**config.mk**
```make
export PLATFORM = sky130hd
export DESIGN_NAME = nand_1_flat
export DESIGN_NICKNAME = d
export VERILOG_FILES = /design/src/rtl/nand_1_pkg.sv /design/src/rtl/nand_1_if.sv /design/src/rtl/nand_1_cell.sv /design/src/rtl/nand_1.sv /design/src/flat_wrapper.sv
export SDC_FILE = /design/constraint.sdc
export NUM_CORES = 1
export LEC_CHECK = 0
export BUFFER_PORTS_ARGS = -buffer_cell sky130_fd_sc_hd__clkbuf_2
export CORE_MARGIN = 3
export CORE_UTILIZATION = 55
export DETAILED_ROUTE_END_ITERATION = 16
export GPL_TIMING_DRIVEN = 0
export MAX_ROUTING_LAYER = met4
export PLACE_DENSITY = 0.82
export SYNTH_ARGS = -nofsm -noshare
export SYNTH_HDL_FRONTEND = slang
export SYNTH_SLANG_ARGS = --single-unit
```
**constraint.sdc**
```tcl
create_clock -name clk -period 3.37 [get_ports clk]
set_input_delay 0.1685 -clock clk [delete_from_list [all_inputs] [get_ports clk]]
set_output_delay 0.1685 -clock clk [all_outputs]
set_load 0.01 [all_outputs]
```
**src/rtl/nand_1_pkg.sv**
```systemverilog
// nand_1_pkg: shared defaults and types for the nand_1 reference NAND block.
//   NAND_1_DEF_WIDTH : default number of independent NAND lanes
//   NAND_1_DEF_CNT_W : default width of the transition counter
//   nand_1_cnt_t     : counter type at the default width
package nand_1_pkg;

  localparam int unsigned NAND_1_DEF_WIDTH = 1;
  localparam int unsigned NAND_1_DEF_CNT_W = 16;

  typedef logic [NAND_1_DEF_CNT_W-1:0] nand_1_cnt_t;

endpackage

```
**src/rtl/nand_1_if.sv**
```systemverilog
// nand_1_if: operand/result bundle for nand_1.
//   en         : capture enable for out_q
//   in1, in2   : NAND operands, one bit per lane
//   out        : combinational NAND result
//   out_q      : registered copy of out
//   toggle_cnt : saturating count of cycles in which out_q changed
//   all_low    : registered flag, every lane of out_q is 0
// Modports: master drives operands and enable, slave (the block) drives results.
interface nand_1_if
  import nand_1_pkg::*;
#(
  parameter int unsigned WIDTH = NAND_1_DEF_WIDTH,
  parameter int unsigned CNT_W = NAND_1_DEF_CNT_W
);

  logic             en;
  logic [WIDTH-1:0] in1;
  logic [WIDTH-1:0] in2;
  logic [WIDTH-1:0] out;
  logic [WIDTH-1:0] out_q;
  logic [CNT_W-1:0] toggle_cnt;
  logic             all_low;

  modport master (
    output en, in1, in2,
    input  out, out_q, toggle_cnt, all_low
  );

  modport slave (
    input  en, in1, in2,
    output out, out_q, toggle_cnt, all_low
  );

endinterface

```
**src/rtl/nand_1_cell.sv**
```systemverilog
// nand_1_cell: one-bit NAND.
//   in1_i : first operand, gates the pull-down device nearest the output
//   in2_i : second operand, gates the pull-down device nearest ground
//   out_o : ~(in1_i & in2_i), never tri-stated
// With NAND_1_SWITCH_LEVEL_EN defined the cell is built from pmos/nmos devices on
// supply rails with internal series node w1; otherwise it is a plain assignment.
// Both forms give 1 whenever either input is 0, and X otherwise on an unknown input.
module nand_1_cell (
  input  wire in1_i,
  input  wire in2_i,
  output wire out_o
);

`ifdef NAND_1_SWITCH_LEVEL_EN
  supply1 vdd;
  supply0 gnd;
  wire    w1;

  // Parallel pull-ups: either input low pulls out_o high.
  pmos u_pu1 (out_o, vdd, in1_i);
  pmos u_pu2 (out_o, vdd, in2_i);

  // Series pull-down through w1: both inputs high pull out_o low.
  nmos u_pd1 (out_o, w1, in1_i);
  nmos u_pd2 (w1, gnd, in2_i);
`else
  assign out_o = ~(in1_i & in2_i);
`endif

endmodule

```
**src/rtl/nand_1.sv**
```systemverilog
// nand_1: reference WIDTH-lane NAND primitive with registered copy and
// saturating transition counter.
//   clk   : rising-edge clock
//   rst_n : asynchronous active-low reset
//   bus   : nand_1_if slave (en, in1, in2 in; out, out_q, toggle_cnt, all_low out)
// Build option NAND_1_SWITCH_LEVEL_EN: build out from switch-level nand_1_cell
// instances instead of a continuous assignment.
module nand_1
  import nand_1_pkg::*;
#(
  parameter int unsigned WIDTH = NAND_1_DEF_WIDTH,
  parameter int unsigned CNT_W = NAND_1_DEF_CNT_W
) (
  input logic     clk,
  input logic     rst_n,
  nand_1_if.slave bus
);

  localparam logic [CNT_W-1:0] CntMax = '1;

  wire  [WIDTH-1:0] nand_w;

  logic [WIDTH-1:0] out_q_q, out_q_d;
  logic [CNT_W-1:0] cnt_q, cnt_d;
  logic             all_low_q, all_low_d;

`ifdef NAND_1_SWITCH_LEVEL_EN
  for (genvar i = 0; i < WIDTH; i++) begin : g_cell
    nand_1_cell u_cell (
      .in1_i (bus.in1[i]),
      .in2_i (bus.in2[i]),
      .out_o (nand_w[i])
    );
  end
`else
  assign nand_w = ~(bus.in1 & bus.in2);
`endif

  assign bus.out = nand_w;

  always_comb begin
    out_q_d   = out_q_q;
    cnt_d     = cnt_q;
    all_low_d = all_low_q;
    if (bus.en) begin
      out_q_d   = nand_w;
      all_low_d = (nand_w == '0);
      // Count only loads that change at least one lane; hold at the maximum.
      if ((nand_w != out_q_q) && (cnt_q != CntMax)) begin
        cnt_d = cnt_q + CNT_W'(1);
      end
    end
  end

  // Reset value of out_q is all ones: the NAND of idle (00) operands.
  always_ff @(posedge clk or negedge rst_n) begin
    if (!rst_n) begin
      out_q_q   <= '1;
      cnt_q     <= '0;
      all_low_q <= 1'b0;
    end else begin
      out_q_q   <= out_q_d;
      cnt_q     <= cnt_d;
      all_low_q <= all_low_d;
    end
  end

  assign bus.out_q      = out_q_q;
  assign bus.toggle_cnt = cnt_q;
  assign bus.all_low    = all_low_q;

endmodule

```
**src/flat_wrapper.sv**
```systemverilog
// flat-port wrapper written by rule: the top's interface ports become plain ports
module nand_1_flat import nand_1_pkg::*;
#(
  parameter int unsigned WIDTH = NAND_1_DEF_WIDTH,
  parameter int unsigned CNT_W = NAND_1_DEF_CNT_W
)
  (clk, rst_n, bus_en, bus_in1, bus_in2, bus_out, bus_out_q, bus_toggle_cnt, bus_all_low);
  nand_1_if #(.WIDTH(WIDTH), .CNT_W(CNT_W)) bus_i ();
  input logic clk;
  input logic rst_n;
  input wire logic [$bits(bus_i.en)-1:0] bus_en;
  input wire logic [$bits(bus_i.in1)-1:0] bus_in1;
  input wire logic [$bits(bus_i.in2)-1:0] bus_in2;
  output wire logic [$bits(bus_i.out)-1:0] bus_out;
  output wire logic [$bits(bus_i.out_q)-1:0] bus_out_q;
  output wire logic [$bits(bus_i.toggle_cnt)-1:0] bus_toggle_cnt;
  output wire logic [$bits(bus_i.all_low)-1:0] bus_all_low;
  assign bus_i.en = bus_en;
  assign bus_i.in1 = bus_in1;
  assign bus_i.in2 = bus_in2;
  assign bus_out = bus_i.out;
  assign bus_out_q = bus_i.out_q;
  assign bus_toggle_cnt = bus_i.toggle_cnt;
  assign bus_all_low = bus_i.all_low;
  nand_1 #(.WIDTH(WIDTH), .CNT_W(CNT_W)) u_core (.clk(clk), .rst_n(rst_n), .bus(bus_i));
endmodule
```
# Word-level counts from Yosys, hierarchy flattened

Index checks and enable logic that the tools add are counted.

Word-level logic and storage cells: 10
Input bits: 5
Register bits after elaboration: 18
Output and inout bits: 19

Eq/ne operators: 2
Reductions and logical operators: 2
$add $sub $neg: 1
Bitwise operators: 2

Operators with widths:

| operator              | count |
|---|---|
| $add 16x1->16 const B | 1 |
| $ne 16x16->1 const B  | 1 |
| $reduce_and 2->1      | 1 |
| $and 1x1->1           | 1 |
| $logic_and 1x1->1     | 1 |
| $ne 1x1->1            | 1 |
| $not 1->1             | 1 |

# Depth between registers and ports, before layout

Gate-level depths: netlist (run 1).

Depth after elaboration: 5
Depth in mapped cells: 5

# Worst setup path before layout (run 1)

OpenSTA, ideal clock, no wires.

Path type: reg-to-reg
Start: register u_core.cnt_q[8], in the netlist u_core.bus.toggle_cnt[8]
End: register u_core.cnt_q[9], in the netlist u_core.bus.toggle_cnt[9]
Path buffers: 0
Required time: 3,290 ps
Setup time: 80 ps
Cell stages (with the launch flop): 5
Arrival time: 1,427 ps
Slack: 1,863 ps
Cell sequence: dfrtp_1 > nand4_1 > or4_4 > nand4_1 > xnor2_1

Longest elaborated chain between the ends: 3

RTL lines:

| item                                                  | line         | source |
|---|---|---|
| start: declaration                                    | nand_1.sv:24 | `logic [CNT_W-1:0] cnt_q, cnt_d;` |
| start signal: assignment                              | nand_1.sv:63 | `cnt_q <= cnt_d;` |
| branches (longest 3 deep; another with $add 16x1->16) | --           |  |

Several ways; the timed one is not identified.
A chain may end at the register's enable or synchronous reset.

# Worst setup path in the final report (run 1)

Start: register u_core.cnt_q[0], in the netlist u_core.bus.toggle_cnt[0]
End: register u_core.cnt_q[1], in the netlist u_core.bus.toggle_cnt[1]

Same word-level chain as after synthesis.

==> results of run 1 <==
[area by class of cell]
| type | instances | area, sq um |
|---|---|---|
| Timing Repair Buffer | 24 | 125 |
| Sequential cell | 18 | 452 |
| Fill cell | 118 | 438 |
| Tap cell | 16 | 20.0 |
| Inverter | 2 | 7.51 |
| Clock buffer | 4 | 36.3 |
| Multi-Input combinational cell | 70 | 498 |
[layout by cell type (no fill, tap or decap), types with 3 or more instances in the layout]
cell	instances
sky130_fd_sc_hd__clkbuf_2	23
sky130_fd_sc_hd__dfrtp_1	17
sky130_fd_sc_hd__nand3_1	10
sky130_fd_sc_hd__xor2_1	8
sky130_fd_sc_hd__nand2_1	7
sky130_fd_sc_hd__nand4_1	6
sky130_fd_sc_hd__xnor2_1	6
sky130_fd_sc_hd__nor4_1	5
sky130_fd_sc_hd__nor2_1	3
sky130_fd_sc_hd__and3_1	3
sky130_fd_sc_hd__nor3_1	3
sky130_fd_sc_hd__o21ai_0	3
sky130_fd_sc_hd__clkbuf_4	3
[worst paths after layout]
path                            slack, ps                                   end                                 start  cells after the start
worst min-delay path                  170          u_core.bus.out_q$_DFFE_PN1P_                               bus_in2                      3
min in group asynchronous             340  u_core.bus.toggle_cnt[8]$_DFFE_PN0P_                                 rst_n                      2
worst max-delay path                 1730  u_core.bus.toggle_cnt[1]$_DFFE_PN0P_  u_core.bus.toggle_cnt[0]$_DFFE_PN0P_                      5
max in group asynchronous            2700          u_core.bus.out_q$_DFFE_PN1P_                                 rst_n                      2
worst max register to register       1730  u_core.bus.toggle_cnt[1]$_DFFE_PN0P_  u_core.bus.toggle_cnt[0]$_DFFE_PN0P_                      5
worst min register to register        530  u_core.bus.toggle_cnt[0]$_DFFE_PN0P_  u_core.bus.toggle_cnt[0]$_DFFE_PN0P_                      1
[critical path, cell delays in order (launching register included)]
cell and delay, ps:
sky130_fd_sc_hd__dfrtp_1 410, sky130_fd_sc_hd__ha_1 290, sky130_fd_sc_hd__nand3_1 160, sky130_fd_sc_hd__nor4_4 250, sky130_fd_sc_hd__nor2_1 130, sky130_fd_sc_hd__mux2_2 280
[report_power, final]
part | total, mW | switching [mW] | internal (mW)
clock | 0.134 | 0.0677 | 0.0660
sequential | 0.296 | 0.0484 | 0.248
combinational | 0.122 | 0.0692 | 0.0532
[repair_timing]
action,4_1_cts,5_1_grt
endpoints found under the hold margin,17,0
hold buffers,1,0
resized for setup,0,0
[kinds of logic (layout without fill, tap and decap cells)]
kind of cell	count (synthesis)	after routing	synth area share, %
AOI/OAI and AO/OA	7	7	4.97
xor gates and xnor gates	14	14	12.8
adders and majority gates	1	1	1.31
buffers and inverters	2	30	0.785
DFF	18	18	47.2
muxes	1	1	1.18
and+or+nand+nor	47	47	31.8
[through the flow]
| stage | cell area [sq um] | cells | total power, mW | util (%) |
|---|---|---|---|---|
| floorplan | 957 | 90 | 0.361 | - |
| global placement | 1090 | 129 | 0.414 | 69.3 |
| detailed placement | 1090 | 129 | 0.420 | 69.3 |
| CTS | 1140 | 134 | 0.555 | 72.2 |
| global route | 1140 | 134 | 0.589 | 72.2 |
| finish | 1140 | 134 | 0.552 | 72.2 |
[layer usage]
metal | up-vias | share of wire, %
met2 | 44 | 47
li1 | 396 | -
met5 | - | 0
met1 | 412 | 45
met3 | 6 | 6.1
met4 | 0 | 1.3
[state kept, by name (all words and copies together), names as in the netlist]
register	cells
u_core.bus.toggle_cnt	16
u_core.bus.all_low	1
u_core.bus.out_q	1
==> run_summary.xml, run 1 <==
<?xml version="1.0" encoding="UTF-8"?>
<metrics>
  <group name="routing">
    <metric name="route.detailed.wl_per_inst" unit="um">15.2</metric>
    <metric name="dr.pass1.iters" unit="">4</metric>
    <metric name="routed_wirelength" unit="um">2040</metric>
    <metric name="via_per_inst" unit="">6.40</metric>
    <metric name="initialDrtViolationCount" unit="">39</metric>
    <metric name="drt_antenna_net_count" unit="">0</metric>
    <metric name="vias" unit="">858</metric>
    <metric name="drc" unit="">0</metric>
  </group>
  <group name="synth">
    <metric name="yosys.area.top_type" unit="">sky130_fd_sc_hd__dfrtp_1</metric>
    <metric name="yosys_register_bits" unit="">18</metric>
    <metric name="area_contributors_post_synth" unit="">sky130_fd_sc_hd__dfrtp_1 44%, sky130_fd_sc_hd__xor2_1 7.3%, sky130_fd_sc_hd__xnor2_1 5.5%, sky130_fd_sc_hd__nand3_1 5.2%, sky130_fd_sc_hd__nand4_1 3.9%</metric>
    <metric name="synthesis.area" unit="sq um">957</metric>
    <metric name="post_syn_area_per_cell" unit="sq um">10.6</metric>
    <metric name="synthesis.nets" unit="">96</metric>
    <metric name="synth_cells" unit="">90</metric>
    <metric name="post_synth_most_frequent_cells" unit="">17 x sky130_fd_sc_hd__dfrtp_1, 10 x sky130_fd_sc_hd__nand3_1, 8 x sky130_fd_sc_hd__xor2_1</metric>
    <metric name="ys_async_sr_fraction" unit="%">100</metric>
    <metric name="synth_sequential_area_ratio" unit="%">47.2</metric>
    <metric name="yosysWarnings" unit="">0</metric>
    <metric name="most_numerous_cell_in_the_yosys_netlist" unit="">sky130_fd_sc_hd__dfrtp_1</metric>
    <metric name="yosys.cell_types.count" unit="">28</metric>
    <metric name="synth_top_area_share" unit="%">44.4</metric>
    <metric name="synth_edf_count" unit="">0</metric>
    <metric name="synth_top_flop_cell" unit="">sky130_fd_sc_hd__dfrtp_1</metric>
  </group>
  <group name="clocking">
    <metric name="clk_pin_slew_worst_paths" unit="ps">100</metric>
    <metric name="total_clock_sinks" unit="">18</metric>
    <metric name="clock_tree.root_cell" unit="">sky130_fd_sc_hd__clkbuf_4</metric>
    <metric name="post_cts.repair.setup_buffers" unit="">0</metric>
    <metric name="ctsHtreeMaxLevel" unit="">1</metric>
    <metric name="cts_buffers" unit="">3</metric>
    <metric name="cts_tree" unit="">done</metric>
    <metric name="cts-root-to-sink-buffers" unit="">2</metric>
    <metric name="clk_latency" unit="ps">300</metric>
  </group>
  <group name="global_routing">
    <metric name="pin_count_of_the_biggest_net_entering_global_routing" unit="">19</metric>
    <metric name="number_of_antenna_violations_at_the_first_check_in_global_routing" unit="">0</metric>
    <metric name="grtUsageMet3" unit="%">3.38</metric>
    <metric name="gr-total-overflow" unit="">0</metric>
    <metric name="grt_busiest_layer" unit="">met2</metric>
    <metric name="groute.layer.met2.usage" unit="%">31.7</metric>
    <metric name="groute.usage.overall" unit="%">19.6</metric>
    <metric name="grt_first_pass_wirelength" unit="um">3030</metric>
    <metric name="number_of_global_route_vias_before_repair" unit="">697</metric>
    <metric name="routing_usage_on_met1" unit="%">24.1</metric>
  </group>
  <group name="critical_path">
    <metric name="critPathArrivalTime" unit="ps">1820</metric>
    <metric name="timing.critical_path.to_type" unit="">flop</metric>
    <metric name="required" unit="ps">3560</metric>
    <metric name="crit_type" unit="">reg2reg</metric>
    <metric name="path_max_fanout" unit="">6</metric>
    <metric name="timing.critical_path.from_type" unit="">flop</metric>
  </group>
  <group name="sta">
    <metric name="timing.final.ws_setup" unit="ps">1730</metric>
    <metric name="grt_setup_unrepaired" unit="">false</metric>
    <metric name="clock_skew" unit="ps">7.34</metric>
    <metric name="final-setup-viol-count" unit="">0</metric>
    <metric name="worst_hold_slack" unit="ps">173</metric>
    <metric name="setup_total_negative_slack" unit="ps">0</metric>
    <metric name="fmaxAchievable" unit="MHz">612</metric>
    <metric name="period_share" unit="%">48.5</metric>
    <metric name="max-slew-margin-rel" unit="%">69.9</metric>
    <metric name="timing_worst_slew_pin_value" unit="ps">447</metric>
    <metric name="drv_slew" unit="">0</metric>
    <metric name="finalHoldViolCount" unit="">0</metric>
    <metric name="fin_crit" unit="ps">1640</metric>
  </group>
  <group name="floorplan">
    <metric name="floorplan.initialDensity" unit="%">60.7</metric>
    <metric name="die_height" unit="um">47.7</metric>
    <metric name="placement_rows" unit="">14</metric>
    <metric name="die-area" unit="sq um">2280</metric>
    <metric name="core_area" unit="sq um">1580</metric>
    <metric name="die_w" unit="um">47.7</metric>
    <metric name="io_pins" unit="">24</metric>
  </group>
  <group name="layout">
    <metric name="share_of_final_layout_standard_cells_stronger_than_drive_strength_1" unit="%">28.8</metric>
    <metric name="nNetsFinal" unit="">125</metric>
    <metric name="diodes" unit="">0</metric>
    <metric name="layout-area-overhead-vs-synth" unit="%">19.0</metric>
  </group>
  <group name="power">
    <metric name="cellPowerDensity" unit="nW/um^2">485</metric>
    <metric name="power.static_leakage" unit="nW">0.559</metric>
    <metric name="irDropWorstVdd" unit="V">0.000394</metric>
  </group>
  <group name="job">
    <metric name="cap_viol_max_count" unit="">0</metric>
  </group>
  <group name="place">
    <metric name="place_ws" unit="ps">1740</metric>
    <metric name="globalplace.congestion" unit="">0.813</metric>
    <metric name="portBuffers" unit="">23</metric>
  </group>
  <group name="min_path">
    <metric name="hold_path.class" unit="">in2reg</metric>
  </group>
  <group name="outcome">
    <metric name="outcome" unit="">completed</metric>
  </group>
</metrics>
Note: power is estimated with default switching activity, not from simulation.
==> run 2, diff against run 1 <==
CORE_UTILIZATION = 51   (was 55)
PLACE_DENSITY = 0.77   (was 0.82)
clock period = 1.6 ns   (was 3.37 ns; I/O delays follow)
==> run 2 against run 1 <==
The run now ends with negative setup slack left. Total power rose by 130%. Utilization rose by 3.9 points. Via count rose by 9.0%. Register-to-register slack got worse by 1800 ps. Count of clock-buffer cells in the layout did not move. Combinational power rose to 3.4 times the previous value. Highest routed layer unchanged.
==> run_summary.xml, run 2 (synthesis results as in run 1) <==
<?xml version="1.0" encoding="UTF-8"?>
<metrics>
  <group name="clocking">
    <metric name="ctsHtreeMaxLevel" unit="">1</metric>
    <metric name="clock_tree.root_cell" unit="">sky130_fd_sc_hd__clkbuf_4</metric>
    <metric name="clk_pin_slew_worst_paths" unit="ps">100</metric>
    <metric name="cts-root-to-sink-buffers" unit="">2</metric>
    <metric name="total_clock_sinks" unit="">18</metric>
    <metric name="cts_buffers" unit="">3</metric>
    <metric name="clk_latency" unit="ps">290</metric>
    <metric name="cts_tree" unit="">done</metric>
  </group>
  <group name="floorplan">
    <metric name="floorplan.initialDensity" unit="%">54.8</metric>
    <metric name="die-area" unit="sq um">2430</metric>
    <metric name="io_pins" unit="">24</metric>
    <metric name="core_area" unit="sq um">1750</metric>
    <metric name="die_height" unit="um">49.3</metric>
    <metric name="die_w" unit="um">49.3</metric>
    <metric name="placement_rows" unit="">15</metric>
  </group>
  <group name="outcome">
    <metric name="outcome" unit="">finished, violations left</metric>
    <metric name="failed_checks" unit="">negative setup slack</metric>
  </group>
  <group name="critical_path">
    <metric name="required" unit="ps">1830</metric>
    <metric name="timing.critical_path.from_type" unit="">flop</metric>
    <metric name="crit-reg2reg-launch" unit="">u_core.bus.toggle_cnt[1]$_DFFE_PN0P_</metric>
    <metric name="timing.rr.end" unit="">u_core.bus.toggle_cnt[9]$_DFFE_PN0P_</metric>
    <metric name="worst-r2r-setup-slack" unit="ps">-40</metric>
    <metric name="timing.critical_path.to_type" unit="">flop</metric>
    <metric name="cp_cell_sequence" unit="">ha_4 &gt; buf_4 &gt; nand2_1 &gt; or4_4 &gt; nand4_1 &gt; xnor2_1</metric>
    <metric name="worst_path_dominant_cell_family" unit="">simple AND/OR/NAND/NOR gates</metric>
    <metric name="worstRegToRegCells" unit="">6</metric>
    <metric name="crit_type" unit="">reg2reg</metric>
    <metric name="cpPeakStageDelay" unit="ps">460</metric>
    <metric name="critPathArrivalTime" unit="ps">1870</metric>
    <metric name="slowest_stage" unit="">sky130_fd_sc_hd__dfrtp_1</metric>
    <metric name="path_max_fanout" unit="">4</metric>
    <metric name="worst-path-buf-inv" unit="">1</metric>
  </group>
  <group name="sta">
    <metric name="clock_skew" unit="ps">3.80</metric>
    <metric name="setup_total_negative_slack" unit="ps">-86.5</metric>
    <metric name="final-setup-viol-count" unit="">3</metric>
    <metric name="finalHoldViolCount" unit="">0</metric>
    <metric name="timing.final.ws_setup" unit="ps">-42.2</metric>
    <metric name="timing_worst_slew_pin_value" unit="ps">439</metric>
    <metric name="fmaxAchievable" unit="MHz">609</metric>
    <metric name="period_share" unit="%">103</metric>
    <metric name="grt_setup_unrepaired" unit="">true</metric>
    <metric name="drv_slew" unit="">0</metric>
    <metric name="max-slew-margin-rel" unit="%">70.7</metric>
    <metric name="fin_crit" unit="ps">1640</metric>
  </group>
  <group name="place">
    <metric name="portBuffers" unit="">23</metric>
    <metric name="globalplace.congestion" unit="">0.839</metric>
    <metric name="dpl_cell_area" unit="sq um">1100</metric>
    <metric name="hpwlAfterDp" unit="um">1490</metric>
    <metric name="place_ws" unit="ps">-11.8</metric>
    <metric name="cell_total_after_placement" unit="">138</metric>
  </group>
  <group name="routing">
    <metric name="vias" unit="">935</metric>
    <metric name="drt_antenna_net_count" unit="">0</metric>
    <metric name="via_per_inst" unit="">6.07</metric>
    <metric name="detailroute.wirelength.met3" unit="um">205</metric>
    <metric name="m1WireLength" unit="um">1040</metric>
    <metric name="route.detailed.wl_per_inst" unit="um">16.8</metric>
    <metric name="dr.pass1.iters" unit="">4</metric>
    <metric name="drc" unit="">0</metric>
    <metric name="met2_wirelength" unit="um">1260</metric>
    <metric name="dr.max_layer_used" unit="">met4</metric>
    <metric name="initialDrtViolationCount" unit="">49</metric>
    <metric name="routed_wirelength" unit="um">2590</metric>
  </group>
  <group name="global_routing">
    <metric name="gr-total-overflow" unit="">0</metric>
    <metric name="pin_count_of_the_biggest_net_entering_global_routing" unit="">19</metric>
    <metric name="groute.usage.overall" unit="%">19.0</metric>
    <metric name="number_of_global_route_vias_before_repair" unit="">775</metric>
    <metric name="grt_first_pass_wirelength" unit="um">3510</metric>
    <metric name="number_of_antenna_violations_at_the_first_check_in_global_routing" unit="">0</metric>
  </group>
  <group name="power">
    <metric name="power.share.clock" unit="%">18.2</metric>
    <metric name="cell_internal_pwr" unit="uW">834</metric>
    <metric name="power.static_leakage" unit="nW">0.616</metric>
    <metric name="fraction_of_power_consumed_by_sequential_logic" unit="%">49.6</metric>
    <metric name="swShare" unit="%">35.2</metric>
    <metric name="irDropWorstVdd" unit="V">0.000728</metric>
    <metric name="switching_power" unit="uW">454</metric>
    <metric name="cellPowerDensity" unit="nW/um^2">969</metric>
    <metric name="share_comb_of_total_power" unit="%">32.2</metric>
  </group>
  <group name="layout">
    <metric name="share_of_final_layout_standard_cells_stronger_than_drive_strength_1" unit="%">52.7</metric>
    <metric name="mostFrequentLayoutCell" unit="">sky130_fd_sc_hd__clkbuf_2</metric>
    <metric name="layout-area-overhead-vs-synth" unit="%">38.8</metric>
    <metric name="layout.core_utilization" unit="%">76.1</metric>
    <metric name="mostFrequentLayoutCells" unit="">23 x sky130_fd_sc_hd__clkbuf_2, 11 x sky130_fd_sc_hd__buf_4, 9 x sky130_fd_sc_hd__dfrtp_1, 8 x sky130_fd_sc_hd__xor2_1, 8 x sky130_fd_sc_hd__dfrtp_2</metric>
    <metric name="finish.instance_area" unit="sq um">1330</metric>
    <metric name="nNetsFinal" unit="">136</metric>
    <metric name="diodes" unit="">0</metric>
    <metric name="instances_no_fill" unit="">154</metric>
    <metric name="flip_flop_count_of_the_largest_register_after_layout" unit="">16</metric>
  </group>
  <group name="min_path">
    <metric name="min_delay_path_depth" unit="">3</metric>
    <metric name="hold_path.startpoint" unit="">bus_in2</metric>
    <metric name="timing.hold.worst_endpoint" unit="">u_core.bus.out_q$_DFFE_PN1P_</metric>
    <metric name="hold_path.class" unit="">in2reg</metric>
  </group>
  <group name="job">
    <metric name="cap_viol_max_count" unit="">0</metric>
  </group>
</metrics>
-- run 2: cell types whose count changed in the layout (fill, tap and decap cells not counted), moves of 3 or more --
cell / previous run / this run
sky130_fd_sc_hd__buf_4: 0 / 11
sky130_fd_sc_hd__dfrtp_1: 17 / 9
sky130_fd_sc_hd__dfrtp_2: 0 / 8
sky130_fd_sc_hd__nor4_1: 5 / 0
sky130_fd_sc_hd__nor4_2: 0 / 4
sky130_fd_sc_hd__nand3_1: 10 / 7
sky130_fd_sc_hd__nand3_2: 0 / 3
-- run 2: metal layers --
metal,up-vias,global-route usage (%)
li1,418,-
met1,443,24.4
met2,64,29.9
met3,10,3.36
met4,0,7.11
met5,-,-
-- run 2: worst min-delay path, stage by stage --
cell and delay, ps:
sky130_fd_sc_hd__clkbuf_2 110, sky130_fd_sc_hd__nand3_1 80, sky130_fd_sc_hd__o21a_1 110
-- run 2: per-stage QoR --
step / total power [mW] / hold WS [ps]
floorplan: 0.761 / -216
global placement: 0.877 / 36.8
detailed placement: 0.886 / 42.3
CTS: 1.12 / 85.9
global route: 1.36 / 97.1
finish: 1.29 / 88.8
-- run 2: power by group through the flow --
stage               Combinational (mW)  Sequential [mW]  Clock [mW]
CTS                              0.260            0.621       0.241
global route                     0.444            0.652       0.269
detailed placement               0.257            0.628           0
global placement                 0.251            0.626           0
floorplan                        0.115            0.646           0
finish                           0.414            0.639       0.234
-- run 2: layout make-up --
type / instances / area [sq um]
Inverter: 2 / 7.51
Multi-Input combinational cell: 70 / 594
Clock buffer: 4 / 26.3
Tap cell: 25 / 31.3
Sequential cell: 18 / 462
Fill cell: 125 / 417
Timing Repair Buffer: 35 / 208
-- run 2: worst max-delay path by stage --
stage                     cells after the start                                  start                                    to
final                                         6   u_core.bus.toggle_cnt[1]$_DFFE_PN0P_  u_core.bus.toggle_cnt[9]$_DFFE_PN0P_
after global routing                          6   u_core.bus.toggle_cnt[1]$_DFFE_PN0P_  u_core.bus.toggle_cnt[9]$_DFFE_PN0P_
after CTS                                     5   u_core.bus.toggle_cnt[0]$_DFFE_PN0P_  u_core.bus.toggle_cnt[9]$_DFFE_PN0P_
after detailed placement                      5   u_core.bus.toggle_cnt[0]$_DFFE_PN0P_  u_core.bus.toggle_cnt[7]$_DFFE_PN0P_
after global placement                        4  u_core.bus.toggle_cnt[10]$_DFFE_PN0P_  u_core.bus.toggle_cnt[7]$_DFFE_PN0P_
after floorplan                               4   u_core.bus.toggle_cnt[8]$_DFFE_PN0P_  u_core.bus.toggle_cnt[9]$_DFFE_PN0P_
-- run 2: timing repair --
item / in CTS / in global routing
pin swaps: 0 / 7
resized for setup: 3 / 23
hold buffers: 1 / 0
endpoints found under the setup margin: 3 / 15
hold endpoints to repair: 17 / 0
buffers inserted: 0 / 11
==> run 3, diff against run 2 <==
BUFFER_PORTS_ARGS = -buffer_cell sky130_fd_sc_hd__buf_2   (was -buffer_cell sky130_fd_sc_hd__clkbuf_2)
==> run 3 against run 2 <==
The flow still finishes with violations (negative setup slack). Register-to-register slack better by 30 ps. Via count is 2.0% lower. Clock power is 21% higher. Final cell count is 0.65% lower. Fmax is 2.0% higher. Critical path type unchanged. Critical endpoint is now u_core.bus.toggle_cnt[5]$_DFFE_PN0P_.
==> run_summary.xml, run 3 (synthesis results as in run 1) <==
<?xml version="1.0" encoding="UTF-8"?>
<metrics>
  <group name="critical_path">
    <metric name="worstSetupEndpoint" unit="">u_core.bus.toggle_cnt[5]$_DFFE_PN0P_</metric>
    <metric name="timing.critical_path.from" unit="">u_core.bus.toggle_cnt[0]$_DFFE_PN0P_</metric>
    <metric name="crit_type" unit="">reg2reg</metric>
    <metric name="worstRegToRegCells" unit="">6</metric>
    <metric name="timing.critical_path.to_type" unit="">flop</metric>
    <metric name="path_max_fanout" unit="">6</metric>
    <metric name="critPathArrivalTime" unit="ps">1790</metric>
    <metric name="timing.rr.end" unit="">u_core.bus.toggle_cnt[5]$_DFFE_PN0P_</metric>
    <metric name="timing.critical_path.from_type" unit="">flop</metric>
    <metric name="required" unit="ps">1780</metric>
    <metric name="worst-r2r-setup-slack" unit="ps">-10</metric>
    <metric name="crit-reg2reg-launch" unit="">u_core.bus.toggle_cnt[0]$_DFFE_PN0P_</metric>
  </group>
  <group name="sta">
    <metric name="clock_skew" unit="ps">1.43</metric>
    <metric name="drv_slew" unit="">0</metric>
    <metric name="max-slew-margin-rel" unit="%">69.5</metric>
    <metric name="final-setup-viol-count" unit="">1</metric>
    <metric name="fin_crit" unit="ps">1610</metric>
    <metric name="setup_total_negative_slack" unit="ps">-10.0</metric>
    <metric name="finalHoldViolCount" unit="">0</metric>
    <metric name="timing.final.ws_setup" unit="ps">-10.0</metric>
    <metric name="grt_setup_unrepaired" unit="">true</metric>
    <metric name="period_share" unit="%">101</metric>
    <metric name="fmaxAchievable" unit="MHz">621</metric>
    <metric name="timing_worst_slew_pin_value" unit="ps">454</metric>
  </group>
  <group name="routing">
    <metric name="drt_antenna_net_count" unit="">0</metric>
    <metric name="vias" unit="">916</metric>
    <metric name="via_per_inst" unit="">5.99</metric>
    <metric name="initialDrtViolationCount" unit="">47</metric>
    <metric name="route.detailed.wl_per_inst" unit="um">16.2</metric>
    <metric name="routed_wirelength" unit="um">2480</metric>
    <metric name="drc" unit="">0</metric>
    <metric name="dr.pass1.iters" unit="">4</metric>
  </group>
  <group name="layout">
    <metric name="mostFrequentLayoutCell" unit="">sky130_fd_sc_hd__buf_2</metric>
    <metric name="flip_flop_count_of_the_largest_register_after_layout" unit="">16</metric>
    <metric name="fillerInstances" unit="">126</metric>
    <metric name="instances_no_fill" unit="">153</metric>
    <metric name="mostFrequentLayoutCells" unit="">23 x sky130_fd_sc_hd__buf_2, 10 x sky130_fd_sc_hd__buf_4, 9 x sky130_fd_sc_hd__nand3_1, 9 x sky130_fd_sc_hd__dfrtp_2</metric>
    <metric name="share_of_final_layout_standard_cells_stronger_than_drive_strength_1" unit="%">50.0</metric>
    <metric name="seq_area" unit="sq um">463</metric>
    <metric name="finish.instance_area" unit="sq um">1310</metric>
    <metric name="multi_input_combinational_cell_area" unit="sq um">567</metric>
    <metric name="nNetsFinal" unit="">135</metric>
    <metric name="layout-area-overhead-vs-synth" unit="%">36.3</metric>
    <metric name="diodes" unit="">0</metric>
  </group>
  <group name="global_routing">
    <metric name="number_of_antenna_violations_at_the_first_check_in_global_routing" unit="">0</metric>
    <metric name="groute.usage.overall" unit="%">19.3</metric>
    <metric name="gr-total-overflow" unit="">0</metric>
    <metric name="pin_count_of_the_biggest_net_entering_global_routing" unit="">19</metric>
    <metric name="number_of_global_route_vias_before_repair" unit="">791</metric>
    <metric name="grt_first_pass_wirelength" unit="um">3530</metric>
  </group>
  <group name="clocking">
    <metric name="cts-root-to-sink-buffers" unit="">2</metric>
    <metric name="total_clock_sinks" unit="">18</metric>
    <metric name="clk_latency" unit="ps">300</metric>
    <metric name="clk_pin_slew_worst_paths" unit="ps">100</metric>
    <metric name="cts_buffers" unit="">3</metric>
    <metric name="clock_tree.root_cell" unit="">sky130_fd_sc_hd__clkbuf_4</metric>
    <metric name="ctsHtreeMaxLevel" unit="">1</metric>
    <metric name="cts_tree" unit="">done</metric>
  </group>
  <group name="min_path">
    <metric name="hold_path.class" unit="">in2reg</metric>
  </group>
  <group name="power">
    <metric name="power.static_leakage" unit="nW">0.608</metric>
    <metric name="cellPowerDensity" unit="nW/um^2">979</metric>
    <metric name="irDropWorstVdd" unit="V">0.000684</metric>
    <metric name="post-layout-total-power" unit="mW">1.28</metric>
  </group>
  <group name="place">
    <metric name="portBuffers" unit="">23</metric>
    <metric name="globalplace.congestion" unit="">0.839</metric>
    <metric name="hpwlAfterDp" unit="um">1490</metric>
    <metric name="dpl_cell_area" unit="sq um">1100</metric>
    <metric name="cell_total_after_placement" unit="">138</metric>
  </group>
  <group name="floorplan">
    <metric name="die_height" unit="um">49.3</metric>
    <metric name="core_area" unit="sq um">1750</metric>
    <metric name="placement_rows" unit="">15</metric>
    <metric name="die_w" unit="um">49.3</metric>
    <metric name="floorplan.initialDensity" unit="%">54.8</metric>
    <metric name="die-area" unit="sq um">2430</metric>
    <metric name="io_pins" unit="">24</metric>
  </group>
  <group name="outcome">
    <metric name="failed_checks" unit="">negative setup slack</metric>
    <metric name="outcome" unit="">finished, violations left</metric>
  </group>
  <group name="job">
    <metric name="cap_viol_max_count" unit="">0</metric>
  </group>
</metrics>
[run 3: power by group]
group	total (mW)	switching, mW	internal, mW	leakage, nW
registers	0.652	0.122	0.530	0.224
logic	0.342	0.175	0.166	0.363
clock network	0.284	0.145	0.139	0.0210
total	1.28	0.443	0.835	0.608
[run 3: how the worst min path moves through the flow]
stage	start	slack, ps	end	depth (start not counted)
2_1_floorplan	rst_n	-220	u_core.bus.all_low$_DFFE_PN0P_	0
3_3_place_gp	rst_n	20	u_core.bus.all_low$_DFFE_PN0P_	1
3_5_place_dp	rst_n	30	u_core.bus.all_low$_DFFE_PN0P_	1
4_1_cts	bus_en	70	u_core.bus.all_low$_DFFE_PN0P_	2
5_1_grt	bus_en	70	u_core.bus.all_low$_DFFE_PN0P_	2
6_report	bus_en	80	u_core.bus.all_low$_DFFE_PN0P_	2
[run 3: what timing repair did]
action,CTS,global route
hold endpoints to repair,18,0
setup buffers,0,10
gates resized for setup,3,19
pin swaps,1,6
hold buffers,1,0
endpoints found under the setup margin,5,11
[run 3: metrics by stage]
stage | util, % | hold WS [ps] | setup slack (ps)
2_1_floorplan | - | -216 | 93.2
3_3_place_gp | 63.2 | 22.7 | 8.71
3_5_place_dp | 63.2 | 28.7 | -6.66
4_1_cts | 66.5 | 69.2 | 6.13
5_1_grt | 74.8 | 66.9 | -76.0
6_report | 74.8 | 75.4 | -10.0
[run 3: routing by layer]
layer | vias to the layer above | GRT usage [%] | share of wire, %
li1 | 414 | - | -
met1 | 447 | 24.6 | 43
met2 | 45 | 29.2 | 48
met3 | 10 | 4.59 | 6.1
met4 | 0 | 8.06 | 3.5
met5 | - | - | 0
[run 3: area by class of cell]
type	instances	share of cell area, %
inverters	2	0.575
multi-input cells	70	43.4
clock buffers	4	2.78
well taps	25	2.40
flip-flops and latches	18	35.5
repair buffers	34	15.3
[run 3: critical path, stage by stage, from the launching register on]
cell	delay, ps
sky130_fd_sc_hd__dfrtp_1	440
sky130_fd_sc_hd__ha_4	210
sky130_fd_sc_hd__nand3_4	90
sky130_fd_sc_hd__nor4_4	370
sky130_fd_sc_hd__buf_4	190
sky130_fd_sc_hd__nor4_2	50
sky130_fd_sc_hd__xor2_1	140
